$ cat config.mk
export PLATFORM = sky130hd
export DESIGN_NAME = data_parse
export DESIGN_NICKNAME = d
export VERILOG_FILES = /design/src/rtl/data_parse_pkg.sv /design/src/rtl/data_parse_adc_lane_demux.sv /design/src/rtl/data_parse.sv
export SDC_FILE = /design/constraint.sdc
export NUM_CORES = 1
export LEC_CHECK = 0
export BUFFER_PORTS_ARGS = -buffer_cell sky130_fd_sc_hd__buf_4
export CELL_PAD_IN_SITES_DETAIL_PLACEMENT = 1
export CELL_PAD_IN_SITES_GLOBAL_PLACEMENT = 1
export CORE_UTILIZATION = 40
export DETAILED_ROUTE_END_ITERATION = 16
export HOLD_SLACK_MARGIN = 0.15
export PLACE_DENSITY = 0.86
export SYNTH_ARGS = -nofsm -noshare
export SYNTH_HDL_FRONTEND = slang
export SYNTH_HIERARCHICAL = 1
export SYNTH_SLANG_ARGS = --single-unit
export TNS_END_PERCENT = 5
$ cat constraint.sdc
create_clock -name clk -period 9.6 [get_ports clk]
set_clock_uncertainty 0.05 [all_clocks]
set_input_delay 1.92 -clock clk [delete_from_list [all_inputs] [get_ports clk]]
set_output_delay 1.92 -clock clk [all_outputs]
set_load 0.1 [all_outputs]
$ cat src/rtl/data_parse_pkg.sv
// data_parse_pkg: packet codes, head nibbles and sizes shared by the ADC packet writer and reader.
package data_parse_pkg;
  localparam int DATA_LEN = 64;
  localparam int CHIP_NUM = 8;
  localparam int ADDR_W = 12;
  localparam logic [3:0] BAG_DLINK = 4'b1000;
  localparam logic [3:0] BAG_DTYPE = 4'b1001;
  localparam logic [3:0] BAG_DTEMP = 4'b1010;
  localparam logic [3:0] BAG_DATA0 = 4'b1101;
  localparam logic [3:0] BAG_DATA1 = 4'b1110;
  localparam logic [3:0] HEAD_DLINK = 4'hD;
  localparam logic [3:0] HEAD_DTYPE = 4'h1;
  localparam logic [3:0] HEAD_DTEMP = 4'h9;
  localparam logic [3:0] HEAD_DATA = 4'h3;
  localparam logic [11:0] DATA_DLINK = 12'h123;
  localparam logic [ADDR_W-1:0] DATA_ADDR_INIT = 12'hFE0;
  typedef enum logic [2:0] {IDLE, WAIT, READ, LAST, FLUSH, DONE} state_e;
  typedef enum logic [1:0] {K_DLINK, K_DTYPE, K_DTEMP, K_DATA} kind_e;
  function automatic logic btype_ok(input logic [3:0] b);
    return b inside {BAG_DLINK, BAG_DTYPE, BAG_DTEMP, BAG_DATA0, BAG_DATA1};
  endfunction
  function automatic kind_e kind_of(input logic [3:0] b);
    return b == BAG_DLINK ? K_DLINK : b == BAG_DTYPE ? K_DTYPE : b == BAG_DTEMP ? K_DTEMP : K_DATA;
  endfunction
  function automatic logic [3:0] head_of(input kind_e k);
    return k == K_DLINK ? HEAD_DLINK : k == K_DTYPE ? HEAD_DTYPE : k == K_DTEMP ? HEAD_DTEMP : HEAD_DATA;
  endfunction
endpackage

$ cat src/rtl/data_parse_adc_lane_demux.sv
// adc_lane_demux: places one ADC byte on its chip lane (chip 0 = top lane) with a one-hot strobe.
module adc_lane_demux
  import data_parse_pkg::*;
(
  input  logic [$clog2(CHIP_NUM)-1:0] chip_i,
  input  logic [7:0]                  byte_i,
  output logic [CHIP_NUM-1:0]         en_o,
  output logic [8*CHIP_NUM-1:0]       data_o
);
  assign en_o = {1'b1, {(CHIP_NUM-1){1'b0}}} >> chip_i;
  assign data_o = {byte_i, {(8*CHIP_NUM-8){1'b0}}} >> {chip_i, 3'b000};
endmodule

$ cat src/rtl/data_parse.sv
// data_parse: reads one packet back from packet RAM, checks its head and returns fields / ADC lanes.
module data_parse
  import data_parse_pkg::*;
(
  input  logic                    clk,
  input  logic                    rst,
  input  logic                    fs,
  output logic                    fd,
  input  logic [3:0]              btype,
  input  logic [ADDR_W-1:0]       ram_data_init,
  output logic [ADDR_W-1:0]       ram_data_rxa,
  input  logic [7:0]              ram_data_rxd,
  output logic [CHIP_NUM-1:0]     fifo_adc_txen,
  output logic [8*CHIP_NUM-1:0]   fifo_adc_txd,
  output logic [3:0]              device_idx,
  output logic [3:0]              data_idx,
  output logic [3:0]              device_stat,
  output logic [7:0]              device_type,
  output logic [7:0]              device_temp,
  output logic                    dlink_ok,
  output logic                    err
);
  localparam int CW = $clog2(CHIP_NUM);
  localparam int LW = $clog2(DATA_LEN);
  localparam logic [11:0] LAST_DATA = 12'(DATA_LEN*CHIP_NUM + 1);
  state_e state_q;
  kind_e kind_q;
  logic vld_q;
  logic [11:0] acnt_q, bidx_q;
  logic [LW-1:0] cin_q;
  logic [CW-1:0] chip_q;
  logic [3:0] b0lo_q;
  logic [CHIP_NUM-1:0] en_d;
  logic [8*CHIP_NUM-1:0] lane_d;
  logic last_addr;
  adc_lane_demux u_demux (.chip_i(chip_q), .byte_i(ram_data_rxd), .en_o(en_d), .data_o(lane_d));
  assign fd = state_q == DONE;
  assign last_addr = acnt_q == (kind_q == K_DATA ? LAST_DATA : 12'd1);
  always_ff @(posedge clk or posedge rst)
    if (rst) begin
      state_q <= IDLE;
      kind_q <= K_DLINK;
      vld_q <= 1'b0;
      acnt_q <= '0;
      bidx_q <= '0;
      cin_q <= '0;
      chip_q <= '0;
      b0lo_q <= '0;
      ram_data_rxa <= DATA_ADDR_INIT;
      fifo_adc_txen <= '0;
      fifo_adc_txd <= '0;
      device_idx <= '0;
      data_idx <= '0;
      device_stat <= '0;
      device_type <= '0;
      device_temp <= '0;
      dlink_ok <= 1'b0;
      err <= 1'b0;
    end else begin
      vld_q <= state_q == READ;
      fifo_adc_txen <= '0;
      fifo_adc_txd <= '0;
      case (state_q)
        IDLE: state_q <= WAIT;
        WAIT: if (fs && btype_ok(btype)) begin
          state_q <= READ;
          kind_q <= kind_of(btype);
          ram_data_rxa <= ram_data_init;
          err <= 1'b0;
          acnt_q <= '0;
          bidx_q <= '0;
          cin_q <= '0;
          chip_q <= '0;
        end
        READ: if (last_addr) state_q <= LAST;
        else begin
          acnt_q <= acnt_q + 12'd1;
          ram_data_rxa <= ram_data_rxa + 1'b1;
        end
        LAST: state_q <= FLUSH;
        FLUSH: begin
          state_q <= DONE;
          ram_data_rxa <= DATA_ADDR_INIT;
        end
        DONE: if (!fs) state_q <= WAIT;
        default: state_q <= IDLE;
      endcase
      // byte returned for the address issued last cycle; a bad head mutes the rest of the job
      if (vld_q) begin
        bidx_q <= bidx_q + 12'd1;
        if (bidx_q == 12'd0) begin
          b0lo_q <= ram_data_rxd[3:0];
          if (ram_data_rxd[7:4] != head_of(kind_q)) err <= 1'b1;
          else device_idx <= ram_data_rxd[3:0];
        end else if (!err) begin
          if (bidx_q == 12'd1)
            case (kind_q)
              K_DLINK: dlink_ok <= {b0lo_q, ram_data_rxd} == DATA_DLINK;
              K_DTYPE: device_type <= ram_data_rxd;
              K_DTEMP: device_temp <= ram_data_rxd;
              default: {data_idx, device_stat} <= ram_data_rxd;
            endcase
          else begin
            fifo_adc_txen <= en_d;
            fifo_adc_txd <= lane_d;
            cin_q <= cin_q + 1'b1;
            if (&cin_q) chip_q <= chip_q + 1'b1;
          end
        end
      end
    end
endmodule
# Word level (Yosys, flattened, before mapping)

Cells that the tools add are included.

Input bits: 27
Flip-flop bits (word level): 157
Word-level logic and storage cells: 117
Output and inout bits: 115

Add/subtract/negate cells: 5
Muxes and demuxes: 45
Reductions and logical operators: 22
Bitwise logic cells: 4
Equality and inequality tests: 21
Shifts and indexed selects: 2

Operator list:

| cell                                                                    | number |
|---|---|
| 64-bit 2-to-1 mux                                                       | 4 |
| 12-bit 2-to-1 mux                                                       | 6 |
| 64-bit by 6-bit >> shifter with 64-bit output                           | 1 |
| 12-bit by 1-bit adder with 12-bit output (second input constant)        | 3 |
| 6-bit 2-to-1 mux                                                        | 6 |
| 12-bit one-hot mux with 3 select lines                                  | 1 |
| 8-bit 2-to-1 mux                                                        | 4 |
| 3-bit 2-to-1 mux                                                        | 10 |
| 12-bit one-hot mux with 2 select lines                                  | 1 |
| 4-bit equality test (second input constant)                             | 5 |
| 5-bit AND reduction                                                     | 4 |
| 3-bit one-hot mux with 6 select lines                                   | 1 |
| 12-bit by 1-bit equality test with 1-bit output (second input constant) | 1 |
| 12-bit by 10-bit equality test with 1-bit output                        | 1 |
| 12-bit by 9-bit equality test with 1-bit output (second input constant) | 1 |
| 12-bit logical NOT                                                      | 1 |
| 4-bit 2-to-1 mux                                                        | 3 |
| 3-bit AND reduction                                                     | 4 |
| 10-bit 2-to-1 mux                                                       | 1 |
| 2-bit != test (second input constant)                                   | 4 |
| 8-bit by 3-bit >> shifter with 8-bit output (first input constant)      | 1 |
| 6-bit by 1-bit adder with 6-bit output (second input constant)          | 1 |
| 3-bit by 2-bit equality test with 1-bit output (second input constant)  | 2 |
| 3-bit equality test (second input constant)                             | 2 |
| 17 further kinds                                                        | 31 |

# Depth between registers and ports, before layout

Depth in word-level cells: 10
Mapped depth: 9
Depth with buffers taken out: 7

# Modules after synthesis

The synthesis kept the hierarchy.

Modules (own cells, without submodules):

| module         | cells each | area each (sq um) | instances | seq. area each (sq um) |
|---|---|---|---|---|
| data_parse     | 575        | 6632.6            | 1         | 3937.5 |
| adc_lane_demux | 96         | 964.7             | 1         | 0.0 |

# Least setup slack after synthesis

Ideal clock, no wire load.

Path type: flip-flop to output port
Start: register state_q[2]
End: output fd
Stages on the path, launching flop included: 3
Arrival time: 2.833 ns
Buffers on the path: 1
Setup slack: 4.797 ns
Data required time: 7.630 ns
Cell sequence: dfrtp_1 -> clkbuf_1 -> nor3b_1

Longest elaborated chain between the ends: 1

Ends and longest elaborated chain:

| what                   | RTL line         | source |
|---|---|---|
| start, declared        | data_parse.sv:26 | `state_e state_q;` |
| start signal, assigned | data_parse.sv:41 | `state_q <= IDLE;` |
| start signal, assigned | data_parse.sv:64 | `IDLE: state_q <= WAIT;` |
| start signal, assigned | data_parse.sv:66 | `state_q <= READ;` |
| 3-bit equality test    | data_parse.sv:37 | `assign fd = state_q == DONE;` |
| end, declared          | data_parse.sv:8  | `output logic fd,` |

No other way between the ends.

# Final worst setup path

Start: input btype[1]
End: register ram_data_rxa[8]

Longest elaborated chain between the ends: 5
Elaborated cells on any way between the ends: 9
Those cells by class: eq/ne (6); reduce/logical (3)

Ends and longest elaborated chain:

| what                              | RTL line             | source |
|---|---|---|
| start, declared                   | data_parse.sv:9      | `input logic [3:0] btype,` |
| 4-bit equality test               | data_parse_pkg.sv:20 | `return b inside {BAG_DLINK, BAG_DTYPE, BAG_DTEMP, BAG_DATA0, BAG_DATA1};` |
| 5-bit nonzero test (*)            | data_parse_pkg.sv:20 |  |
| 1-bit logical AND (*)             | data_parse.sv:65     | `WAIT: if (fs && btype_ok(btype)) begin` |
| 2-bit != test (no line) (*)       | n/a                  |  |
| 3-bit AND reduction (no line) (*) | n/a                  |  |
| end signal, assigned              | data_parse.sv:68     | `ram_data_rxa <= ram_data_init;` |
| end signal, assigned              | data_parse.sv:78     | `ram_data_rxa <= ram_data_rxa + 1'b1;` |
| end, declared                     | data_parse.sv:11     | `output logic [ADDR_W-1:0] ram_data_rxa,` |

Mark *: on every way between the ends. The rest lies on a longest branch, timed or not.
A chain may end at the register's enable or synchronous reset.

==> flow_summary.toml <==
[status]
status = "complete, no violations"

[critical_path]
endpoint_kind = "register"
timing.rr.end = "ram_data_rxa[8]"
path_class = "input pin to register"
worstPathArrival_ns = 4.03
cp-start-kind = "input pin"
path_max_fanout = 16
rrSetupSlack_ns = 6.41
r2r-start = "state_q[2]"
r2r_cells = 7
crit_required_ns = 9.90

[detailed_routing]
route.detailed.drc = 0
first_pass_iters = 4
wl_per_cell_um = 20.0
antenna_left = 0
vias_per_cell = 5.55
num_vias = 5709
drtIter0Drc = 261
wirelength_um = 20600

[clocking]
cts.clk_slew.worst_paths_ns = 0.06
htreeDepth = 4
postCtsSetupRepairBufs = 0
clkSinkCount = 157
cts_buffer_depth = 2
worstSkewPairLatency_ns = 0.43
hold_buffers = 0
root_buffer = "clkbuf_16"
cts_made_buffers = 17
cts-resized-gates = 0
cts_tree = "done"

[placement]
pre_cts_slack_ns = 5.44
globalplace.congestion = 0.834
placed_cell_area_sq_um = 8690
port_buffers = 141
hpwlAfterDp_um = 12900

[timing]
finalSetupTns_ns = 0
setup_ws_ns = 5.87
rsz0062_at_grt = "no"
fmax_mhz = 268
finalCriticalPeriod_ns = 3.73
tightest_slew_ns = 1.15
setup_viol = 0
slew_viol_final = 0
max_slew_margin = 0.234
period_share = 0.389
hold_viol_final = 0

[grt]
gr-max-usage-layer = "met2"
grt_pass1_wl_um = 32900
track_usage = 0.217
grt_max_degree = 104
grt_pass1_vias = 6005
antenna_found_initial = 0
grt_use_met1 = 0.273
grt_use_met2 = 0.371
grt.overflow.total = 0
use_met3 = 0.0375

[die]
io_pins = 142
fp-row-count = 50
die-area_sq_um = 19500
start_util = 0.408
fp.dieH_um = 140
fp.dieW_um = 140
core_region_area_sq_um = 18600

[logic_synthesis]
synth-edff-count = 0
synth_most_common_cell = "dfrtp_1"
synth-main-ff-cell = "dfrtp_1"
synth_top_area_frac = 0.494
ys_types = 62
ys_top_cells_by_count = "dfrtp_1, and2_1, nand2_1, o21ai_0, mux2_2"
synth.avg_cell_area_sq_um = 11.3
ys_ff_latch = 157
ys_seq_area_frac = 0.518
synthCells = 671
synth-async-reset-ratio = 1.00
synth_nets = 706
synth_top_area_cell = "dfrtp_1"
synth_area_leaders = "dfrtp_1, and2_1, mux2_2"
yosys_warnings = 6
synth_area_sq_um = 7600

[final_layout]
fin_area_sq_um = 9310
area.growth.synth_to_final_pct = 22.5
antenna_cells = 0
layout-drive-gt1-share = 0.326
fin_nets = 818

[power]
p_comb_frac = 0.273
power.density_nw_per_um2 = 233
totalPowerFinal_mw = 2.17
p_leak_nw = 4.51
p_clk_frac = 0.325
max-vdd-ir-drop_mv = 0.214
p_switching_mw = 0.827
switching_share = 0.381
p_int_mw = 1.34
p_seq_frac = 0.402

[hold_path]
hold_depth = 1
min_to = "acnt_q[11]"
hold_path.class = "register to register"
min_from = "acnt_q[11]"

[job]
drv_cap = 0
-- kinds of logic (layout without fill, tap and decap cells) --
group,after synthesis,count (layout),synth area share
AND/OR/NAND/NOR,303,303,0.278
flip-flops,157,157,0.518
AO/OA/AOI/OAI,90,90,0.0735
buffers and inverters,65,189,0.0476
multiplexers,39,39,0.0590
XOR/XNOR,9,9,0.0104
adder cells (fa/ha/maj),8,8,0.0132
-- sequential cells by signal, summed over array words and instances, names as in the netlist --
signal and count:
device_type 8, device_temp 8, device_stat 4, bidx_q 12, fifo_adc_txen 8, fifo_adc_txd 64, chip_q 3, vld_q 1
b0lo_q 4, err 1, dlink_ok 1, ram_data_rxa 12, state_q 3, acnt_q 12, device_idx 4, kind_q 2
data_idx 4, cin_q 6
-- final cells by class --
| class | instances | area (sq um) |
|---|---|---|
| inverters | 13 | 53.8 |
| clock buffers | 20 | 457 |
| fillers | 2022 | 9340 |
| flip-flops and latches | 157 | 3940 |
| repair buffers | 145 | 1090 |
| multi-input cells | 449 | 3320 |
| well taps | 234 | 293 |
| clock inverters | 11 | 156 |
-- layer usage --
layer  up-vias  share of wire
li1       2629              -
met1      2907           0.43
met2       146           0.51
met3        27          0.038
met4         0          0.020
met5         -              0
-- through the flow --
step / util / instances / hold slack [ns]
final: 0.499 / 1029 / 0.429
after detailed placement: 0.466 / 998 / 0.429
after global placement: 0.466 / 998 / 0.415
after CTS: 0.499 / 1029 / 0.436
after global routing: 0.499 / 1029 / 0.457
after floorplan: - / 671 / 0.396
-- power groups by stage --
| stage | Sequential (mW) | Combinational, mW | Clock, mW |
|---|---|---|---|
| floorplan | 1.05 | 0.264 | 0 |
| global placement | 0.873 | 0.576 | 0 |
| CTS | 0.869 | 0.595 | 0.718 |
| detailed placement | 0.879 | 0.593 | 0 |
| global route | 0.886 | 0.632 | 0.748 |
| finish | 0.871 | 0.593 | 0.706 |
-- layout by cell type (no fill, tap or decap), types with 3 or more instances in the layout --
cell type / synthesis / layout
buf_4: 3 / 145
nor3b_1: 10 / 10
o31ai_1: 4 / 4
a31oi_1: 8 / 8
xnor2_1: 3 / 3
mux2_4: 4 / 4
bufinv_16: 0 / 3
clkbuf_16: 0 / 17
dfrtp_2: 0 / 3
nor4b_1: 5 / 5
and4b_1: 24 / 24
a21oi_1: 15 / 15
nor4_1: 3 / 3
inv_1: 12 / 11
xor2_1: 6 / 6
nand2b_1: 5 / 5
and3_1: 6 / 6
inv_6: 0 / 3
mux2_2: 30 / 30
nand4_1: 9 / 9
and4bb_2: 20 / 20
ha_1: 8 / 8
nor3_1: 8 / 8
a21o_1: 3 / 3
o21ai_0: 37 / 37
nand2_1: 45 / 45
and4_1: 11 / 11
nor4b_2: 10 / 10
dfstp_2: 7 / 7
nor2_1: 23 / 23
o22a_1: 3 / 3
dfrtp_1: 150 / 147
mux2i_1: 5 / 5
and3b_1: 5 / 5
o2bb2ai_1: 5 / 5
and2_1: 74 / 74
nand3_1: 26 / 26
-- worst max-delay path by stage --
| stage | end | cells after the start | start |
|---|---|---|---|
| finish | ram_data_rxa[8] | 7 | btype[1] |
| global route | ram_data_rxa[8] | 7 | btype[1] |
| CTS | ram_data_rxa[8] | 7 | btype[1] |
| detailed placement | ram_data_rxa[8] | 7 | btype[1] |
| global placement | ram_data_rxa[8] | 7 | btype[1] |
| floorplan | acnt_q[0] | 1 | rst |
-- worst max-delay path, cell delays in order --
cell and delay (ns):
buf_4 0.12, or3b_1 0.42, and4_1 0.38, a21oi_1 0.55
buf_4 0.31, a211oi_1 0.09, a211oi_1 0.24
(Power assumes the default switching activity.)
